### src/rtl/instruction_pkg.sv
// Shared instruction-stream types: instruction width, fetch FSM states and
// the prefetch FIFO entry (instruction word plus the PC it was fetched from).
`ifndef INSTRUCTION_WIDTH
`define INSTRUCTION_WIDTH 32
`endif

package instruction_pkg;

  localparam int INSTR_WIDTH      = `INSTRUCTION_WIDTH;
  localparam int FETCH_ADDR_WIDTH = 16;

  typedef enum logic [1:0] {
    FETCH_IDLE  = 2'd0,
    FETCH_RUN   = 2'd1,
    FETCH_FLUSH = 2'd2
  } fetch_state_t;

  typedef struct packed {
    logic [INSTR_WIDTH-1:0]      instr;
    logic [FETCH_ADDR_WIDTH-1:0] pc;
  } fetch_entry_t;

endpackage

### src/rtl/instruction_fetch_unit_fifo.sv
// Synchronous prefetch FIFO of fetch entries. Flush empties it in one cycle;
// pushes into a full FIFO and pops from an empty one are ignored.
`ifndef INSTRUCTION_WIDTH
`define INSTRUCTION_WIDTH 32
`endif

module fetch_fifo
  import instruction_pkg::*;
#(
  parameter int DEPTH = 4
) (
  input  logic                   clk,
  input  logic                   rst,
  input  logic                   push,
  input  logic                   pop,
  input  logic                   flush,
  input  fetch_entry_t           wr_entry,
  output fetch_entry_t           rd_entry,
  output logic [$clog2(DEPTH):0] count,
  output logic                   full,
  output logic                   empty
);

  localparam int PW = $clog2(DEPTH);
  localparam logic [PW:0]   CNT_ZERO = {(PW+1){1'b0}};
  localparam logic [PW:0]   CNT_ONE  = {{PW{1'b0}}, 1'b1};
  localparam logic [PW:0]   CNT_FULL = (PW+1)'(DEPTH);
  localparam logic [PW-1:0] PTR_ZERO = {PW{1'b0}};
  localparam logic [PW-1:0] PTR_ONE  = {{(PW-1){1'b0}}, 1'b1};

  fetch_entry_t    mem_r [DEPTH];
  logic [PW-1:0]   wr_ptr_r;
  logic [PW-1:0]   rd_ptr_r;
  logic [PW:0]     count_r;
  logic            push_s;
  logic            pop_s;

  assign full     = (count_r == CNT_FULL);
  assign empty    = (count_r == CNT_ZERO);
  assign count    = count_r;
  assign rd_entry = mem_r[rd_ptr_r];
  assign push_s   = push && !full && !flush;
  assign pop_s    = pop && !empty && !flush;

  // Entry storage: data only, validity is tracked by the pointers.
  always_ff @(posedge clk) begin
    if (push_s) begin
      mem_r[wr_ptr_r] <= wr_entry;
    end
  end

  // Pointer and occupancy bookkeeping; flush behaves like a reset.
  always_ff @(posedge clk) begin
    if (rst || flush) begin
      wr_ptr_r <= PTR_ZERO;
      rd_ptr_r <= PTR_ZERO;
      count_r  <= CNT_ZERO;
    end else begin
      if (push_s) begin
        wr_ptr_r <= wr_ptr_r + PTR_ONE;
      end
      if (pop_s) begin
        rd_ptr_r <= rd_ptr_r + PTR_ONE;
      end
      case ({push_s, pop_s})
        2'b10:   count_r <= count_r + CNT_ONE;
        2'b01:   count_r <= count_r - CNT_ONE;
        default: count_r <= count_r;
      endcase
    end
  end

endmodule

### src/rtl/instruction_fetch_unit.sv
// Sequential PC generator with prefetch buffer feeding instruction_decoder.
// Issues word reads over a valid/ready channel, keeps requests-in-flight plus
// buffered words within the FIFO depth, and squashes responses that were in
// flight when a redirect arrived.
`ifndef INSTRUCTION_WIDTH
`define INSTRUCTION_WIDTH 32
`endif

module instruction_fetch_unit
  import instruction_pkg::*;
#(
  parameter int                    ADDR_WIDTH   = FETCH_ADDR_WIDTH,
  parameter int                    FIFO_DEPTH   = 4,
  parameter logic [ADDR_WIDTH-1:0] RESET_PC     = {ADDR_WIDTH{1'b0}},
  parameter int                    MAX_OUTSTAND = 4
) (
  input  logic                          clk,
  input  logic                          rst,
  input  logic                          start,
  output logic                          imem_req_valid,
  input  logic                          imem_req_ready,
  output logic [ADDR_WIDTH-1:0]         imem_req_addr,
  input  logic                          imem_rsp_valid,
  input  logic [`INSTRUCTION_WIDTH-1:0] imem_rsp_data,
  input  logic                          fetch_stall,
  input  logic                          redirect_valid,
  input  logic [ADDR_WIDTH-1:0]         redirect_pc,
  output logic [`INSTRUCTION_WIDTH-1:0] fetch_instruction,
  output logic                          fetch_valid,
  output logic [ADDR_WIDTH-1:0]         fetch_pc,
  output logic                          busy
);

  localparam int CW = $clog2(FIFO_DEPTH) + 1;
  localparam logic [CW-1:0]         CNT_ZERO  = {CW{1'b0}};
  localparam logic [CW-1:0]         CNT_ONE   = {{(CW-1){1'b0}}, 1'b1};
  localparam logic [CW:0]           DEPTH_LIM = (CW+1)'(FIFO_DEPTH);
  localparam logic [CW-1:0]         OUT_LIM   = CW'(MAX_OUTSTAND);
  localparam logic [ADDR_WIDTH-1:0] PC_ONE    = {{(ADDR_WIDTH-1){1'b0}}, 1'b1};
  localparam logic [`INSTRUCTION_WIDTH-1:0] INSTR_ZERO = {`INSTRUCTION_WIDTH{1'b0}};
  localparam logic [ADDR_WIDTH-1:0] PC_ZERO   = {ADDR_WIDTH{1'b0}};

  fetch_state_t                  state_r;
  fetch_state_t                  state_nxt_s;
  logic [ADDR_WIDTH-1:0]         pc_r;
  logic [ADDR_WIDTH-1:0]         rsp_pc_r;
  logic [CW-1:0]                 outstanding_r;
  logic [CW-1:0]                 outstanding_nxt_s;
  logic [CW-1:0]                 discard_r;
  logic [CW-1:0]                 discard_nxt_s;
  logic [CW-1:0]                 fifo_count_s;
  logic                          fifo_full_s;
  logic                          fifo_empty_s;
  fetch_entry_t                  fifo_wr_s;
  fetch_entry_t                  fifo_head_s;
  logic [CW:0]                   credit_sum_s;
  logic                          redirect_act_s;
  logic                          req_valid_s;
  logic                          req_fire_s;
  logic                          rsp_fire_s;
  logic                          rsp_drop_s;
  logic                          rsp_push_s;
  logic                          load_s;
  logic [`INSTRUCTION_WIDTH-1:0] fetch_instruction_r;
  logic                          fetch_valid_r;
  logic [ADDR_WIDTH-1:0]         fetch_pc_r;

  // Request credit, response classification and output-stage load decision.
  always_comb begin
    redirect_act_s = redirect_valid && (state_r != FETCH_IDLE);
    credit_sum_s   = {1'b0, outstanding_r} + {1'b0, fifo_count_s};
    req_valid_s    = (state_r == FETCH_RUN) && !redirect_valid && !fifo_full_s
                     && (credit_sum_s < DEPTH_LIM) && (outstanding_r < OUT_LIM);
    req_fire_s     = req_valid_s && imem_req_ready;
    // Responses only count against requests we still consider in flight,
    // which makes late responses after a reset harmless.
    rsp_fire_s     = imem_rsp_valid && (state_r != FETCH_IDLE) && (outstanding_r != CNT_ZERO);
    rsp_drop_s     = rsp_fire_s && (redirect_act_s || (discard_r != CNT_ZERO));
    rsp_push_s     = rsp_fire_s && !rsp_drop_s;
    load_s         = !redirect_act_s && !fifo_empty_s && (!fetch_valid_r || !fetch_stall);
    fifo_wr_s.instr = imem_rsp_data;
    fifo_wr_s.pc    = FETCH_ADDR_WIDTH'(rsp_pc_r);
  end

  // Next-state logic for in-flight counter, discard counter and FSM.
  always_comb begin
    state_nxt_s       = state_r;
    outstanding_nxt_s = outstanding_r;
    discard_nxt_s     = discard_r;
    case ({req_fire_s, rsp_fire_s})
      2'b10:   outstanding_nxt_s = outstanding_r + CNT_ONE;
      2'b01:   outstanding_nxt_s = outstanding_r - CNT_ONE;
      default: outstanding_nxt_s = outstanding_r;
    endcase
    // No request fires in a redirect cycle, so everything still in flight
    // after this cycle's response is stale.
    if (redirect_act_s) begin
      discard_nxt_s = outstanding_nxt_s;
    end else if (rsp_drop_s) begin
      discard_nxt_s = discard_r - CNT_ONE;
    end else begin
      discard_nxt_s = discard_r;
    end
    case (state_r)
      FETCH_IDLE: begin
        if (start) begin
          state_nxt_s = FETCH_RUN;
        end else begin
          state_nxt_s = FETCH_IDLE;
        end
      end
      FETCH_RUN: begin
        if (redirect_act_s && (discard_nxt_s != CNT_ZERO)) begin
          state_nxt_s = FETCH_FLUSH;
        end else begin
          state_nxt_s = FETCH_RUN;
        end
      end
      FETCH_FLUSH: begin
        if (discard_nxt_s == CNT_ZERO) begin
          state_nxt_s = FETCH_RUN;
        end else begin
          state_nxt_s = FETCH_FLUSH;
        end
      end
      default: state_nxt_s = FETCH_IDLE;
    endcase
  end

  // Control state: FSM, request/response PCs and the two counters.
  always_ff @(posedge clk) begin
    if (rst) begin
      state_r       <= FETCH_IDLE;
      pc_r          <= RESET_PC;
      rsp_pc_r      <= RESET_PC;
      outstanding_r <= CNT_ZERO;
      discard_r     <= CNT_ZERO;
    end else begin
      state_r       <= state_nxt_s;
      outstanding_r <= outstanding_nxt_s;
      discard_r     <= discard_nxt_s;
      if (redirect_valid) begin
        pc_r <= redirect_pc;
      end else if (req_fire_s) begin
        pc_r <= pc_r + PC_ONE;
      end
      // rsp_pc shadows pc while idle so fetching starts in step.
      if (redirect_valid) begin
        rsp_pc_r <= redirect_pc;
      end else if (state_r == FETCH_IDLE) begin
        rsp_pc_r <= pc_r;
      end else if (rsp_push_s) begin
        rsp_pc_r <= rsp_pc_r + PC_ONE;
      end
    end
  end

  // Output register towards the decoder; redirect clears it even when stalled.
  always_ff @(posedge clk) begin
    if (rst) begin
      fetch_instruction_r <= INSTR_ZERO;
      fetch_valid_r       <= 1'b0;
      fetch_pc_r          <= PC_ZERO;
    end else if (redirect_act_s) begin
      fetch_valid_r <= 1'b0;
    end else if (load_s) begin
      fetch_instruction_r <= fifo_head_s.instr;
      fetch_pc_r          <= ADDR_WIDTH'(fifo_head_s.pc);
      fetch_valid_r       <= 1'b1;
    end else if (fetch_valid_r && !fetch_stall) begin
      fetch_valid_r <= 1'b0;
    end
  end

  fetch_fifo #(
    .DEPTH (FIFO_DEPTH)
  ) u_fifo (
    .clk      (clk),
    .rst      (rst),
    .push     (rsp_push_s),
    .pop      (load_s),
    .flush    (redirect_act_s),
    .wr_entry (fifo_wr_s),
    .rd_entry (fifo_head_s),
    .count    (fifo_count_s),
    .full     (fifo_full_s),
    .empty    (fifo_empty_s)
  );

  assign imem_req_valid    = req_valid_s;
  assign imem_req_addr     = pc_r;
  assign fetch_instruction = fetch_instruction_r;
  assign fetch_valid       = fetch_valid_r;
  assign fetch_pc          = fetch_pc_r;
  assign busy              = (state_r != FETCH_IDLE);

endmodule
### config.mk
export PLATFORM = sky130hd
export DESIGN_NAME = instruction_fetch_unit
export DESIGN_NICKNAME = d
export VERILOG_FILES = /design/src/rtl/instruction_pkg.sv /design/src/rtl/instruction_fetch_unit_fifo.sv /design/src/rtl/instruction_fetch_unit.sv
export SDC_FILE = /design/constraint.sdc
export NUM_CORES = 1
export LEC_CHECK = 0
export CAP_MARGIN = 20
export CORE_UTILIZATION = 56
export CTS_CLUSTER_DIAMETER = 30
export DETAILED_ROUTE_END_ITERATION = 8
export PLACE_DENSITY = 0.78
export REMOVE_ABC_BUFFERS = 1
export SLEW_MARGIN = 10
export SYNTH_ARGS = -nofsm -noshare
export SYNTH_HDL_FRONTEND = slang
export SYNTH_HIERARCHICAL = 1
export SYNTH_SLANG_ARGS = --single-unit
### constraint.sdc
create_clock -name clk -period 4.7 [get_ports clk]
set_clock_uncertainty 0.2 [all_clocks]
set_input_delay 0.94 -clock clk [delete_from_list [all_inputs] [get_ports clk]]
set_output_delay 0.94 -clock clk [all_outputs]
set_load 0.03 [all_outputs]
==> impl_metrics.tcl <==
set metrics [dict create \
    internal_power_mw 5.22 \
    ys_types 75 \
    overflow 0 \
    synth_top_cell_area_share 0.496 \
    average_wire_per_standard_cell_um 19.0 \
    vdd_ir_drop_max_v 0.000307 \
    p_clk_frac 0.539 \
    synth_enable_flop_cells 192 \
    grt_start_max_net_pins 50 \
    dr_total_vias 7406 \
    synthesis.instances 842 \
    timing.hold.ws_ns 0.251 \
    die-area_sq_mm 0.0213 \
    floorplan.initialDensity 0.572 \
    worst-r2r-cell-count 14 \
    path_max_fanout 3 \
    rsz0062_at_grt "false" \
    sequential_element_share_of_the_synthesized_area 0.665 \
    worst_path_max_delay_cell "clkdlybuf4s50_1" \
    pwr_density_cell_mw_per_mm2 452 \
    cp_common_cell "clkdlybuf4s50_1" \
    grt_use_total 0.237 \
    fin_area_sq_mm 0.0148 \
    postSynthAreaPerCell_sq_um 13.8 \
    dp_hpwl_um 14200 \
    comb_power_share 0.042 \
    total_buffers_and_inverters_traversed_by_the_critical_path 2 \
    cp.arrival_ns 2.69 \
    syn_area_sq_mm 0.0116 \
    synthFlopType "edfxtp_1" \
    clkTransAtPathRegs_ns 0.05 \
    tightestPinTransition_ns 0.991 \
    first_iter_violations 409 \
    async_s_r_ff_share_synth 0 \
    cpPeakStageDelay_ns 0.66 \
    detail_route.drc_violations 0 \
    routed_via_density 5.74 \
    cts_resized 0 \
    timing.final.setup_violations 0 \
    cts.sink_count 290 \
    postPlaceCellArea_sq_mm 0.0131 \
    startpoint_type "input pin" \
    die_w_um 146 \
    floorplan.core_area_sq_mm 0.0203 \
    count_of_maximum_capacitance_violations 0 \
    synth.top_cells.by_area "edfxtp_1, dfxtp_1, mux4_2, nand2_1, a21oi_1" \
    cp_num_cells 4 \
    holdBufCountCts 0 \
    worst_hold_path.num_cells 2 \
    top_level_ports 122 \
    relSlewSlack 0.339 \
    max_freq_ghz 0.261 \
    final_nets 1050 \
    totalWireLength_um 24500 \
    critPathTopFamily "buffers and inverters" \
    clockBufferDepth 3 \
    final.min_clock_period_ns 3.83 \
    dp_worst_setup_slack_ns 0.448 \
    die_y_um 146 \
    gp_routability_congestion 0.841 \
    finalHoldViolCount 0 \
    synth_seq_cells 290 \
    post-route-worst-setup-slack_ns 0.866 \
    drv_slew 0 \
    post_cts_setup_buffer_count 0 \
    hold_class "flip-flop to flip-flop" \
    yosys.area.top_type "edfxtp_1" \
    power_leakage_nw 4.89 \
    antenna_found_initial 0 \
    clk_root_buffer_cell "clkbuf_16" \
    worstPathCellList "clkdlybuf4s50_1 > nor4b_2 > and3_1 > clkdlybuf4s50_1" \
    ctsHtreeMaxLevel 2 \
    final.period_utilization 0.816 \
    row_count 52 \
    setup.worst_path.class "input pin to output pin" \
    status "completed" \
    power.net_switching_mw 1.46 \
    detail_route.first_pass.iterations 5 \
    final_layout_size_suffix_gt1_frac 0.170 \
    clkLatencyLatePin_ns 0.54 \
    grt_pass1_vias 7447 \
    tritoncts "built" \
    grt_pass1_wl_um 39400 \
    area_growth_syn_to_layout_pct 27.4 \
    numCtsBuffers 47 \
    cp.required_ns 3.56 \
    power.switching_fraction 0.219 \
    io_buffer_count 121 \
    seq_power_share 0.418 \
    yosys_warning_count 6 \
    antenna-diode-count 0 \
    antenna_viol_nets_final 0 \
    worst_setup_path_end_kind "output pin" \
]
## routing by layer
metal | up-vias | global-route usage | wire length [um]
li1 | 3453 | - | -
met3 | 47 | 0.0388 | 1310
met4 | 0 | 0.0885 | 591
met1 | 3670 | 0.314 | 10400
met2 | 236 | 0.398 | 12200
met5 | - | 0 | 0
## placed cells by master (no fill, tap or decap), types with 4 or more instances in the layout
cell type / n
clkdlybuf4s50_1: 120
and3_1: 8
a31oi_1: 9
o211ai_1: 7
edfxtp_1: 192
mux4_2: 48
dfxtp_1: 96
nor2_1: 32
and2_1: 8
nor3_1: 8
clkinv_2: 5
nand2_1: 151
o21ai_0: 12
a21oi_1: 74
inv_1: 16
nand3_1: 10
inv_8: 5
mux2i_1: 6
xor2_1: 6
ha_1: 12
nand4_1: 5
and3_2: 4
bufinv_16: 7
xnor2_1: 10
inv_6: 10
clkbuf_16: 48
a311oi_1: 5
a211oi_1: 4
buf_12: 4
and4_1: 4
buf_4: 8
## final timing paths
path,from,to,slack [ns]
setup / recovery,redirect_valid,imem_req_valid,0.87
hold / removal,fetch_instruction[15],fetch_instruction[15],0.25
hold reg to reg,fetch_instruction[15],fetch_instruction[15],0.25
setup reg to reg,u_fifo/count[2],state_r[0],1.11
## layout make-up
class | instances | area [sq um]
clock buffer | 53 | 1250
timing repair buffer | 133 | 1350
sequential | 290 | 7730
fill | 1307 | 5500
clock inverter | 35 | 439
inverter | 20 | 80.1
multi-input combinational | 489 | 3610
tap | 270 | 338
## per-stage QoR
stage               power [mW]  instances  utilization  TNS [ns]
floorplan                 2.98        799            -   -0.0600
global placement          3.12       1202        0.646         0
detailed placement        3.13       1202        0.646         0
CTS                       6.73       1290        0.729         0
global route              6.87       1290        0.729         0
finish                    6.68       1290        0.729         0
## tightest hold or removal path, stage by stage (launching register included)
cell	delay, ns
dfxtp_1	0.30
nand2_1	0.05
a21oi_1	0.05
## cells in the mapped netlist, types with 4 or more instances
library cell / n
a211oi_1: 4
o211ai_1: 7
and4_1: 4
nor3_1: 8
a21oi_1: 74
edfxtp_1: 192
o21ai_0: 12
nand3_1: 10
nor2_1: 32
nand4_1: 5
xor2_1: 6
inv_1: 17
a31oi_1: 9
mux2i_1: 6
dfxtp_1: 98
xnor2_1: 10
nand2_1: 152
mux4_2: 48
and3_1: 8
buf_2: 7
clkbuf_1: 30
ha_1: 12
and3_2: 4
a311oi_1: 5
and2_1: 8
## state kept, by name, summed over array words and instances, names as in the netlist, named ones only
signal / cells
u_fifo/rd_ptr_r: 2
discard_r: 3
fetch_valid: 1
u_fifo/mem_r: 192
state_r: 2
fetch_pc: 16
u_fifo/wr_ptr_r: 2
u_fifo/count: 3
outstanding_r: 3
fetch_instruction: 32
imem_req_addr: 16
rsp_pc_r: 16
## kinds of logic after synthesis
group,Yosys count,synth area share
AOI/OAI and AO/OA,146,0.0795
xor gates and xnor gates,16,0.0121
muxes,55,0.0992
and+or+nand+nor,258,0.104
DFF,290,0.665
adders and majority gates,14,0.0164
buffers and inverters,63,0.0241
## power groups by stage
stage	Combinational, mW	Sequential [mW]	Clock, mW
2_1_floorplan	0.121	2.86	0
3_3_place_gp	0.276	2.84	0
3_5_place_dp	0.279	2.85	0
4_1_cts	0.283	2.80	3.66
5_1_grt	0.307	2.80	3.76
6_report	0.284	2.80	3.60
Note: power is estimated with default switching activity, not from simulation.
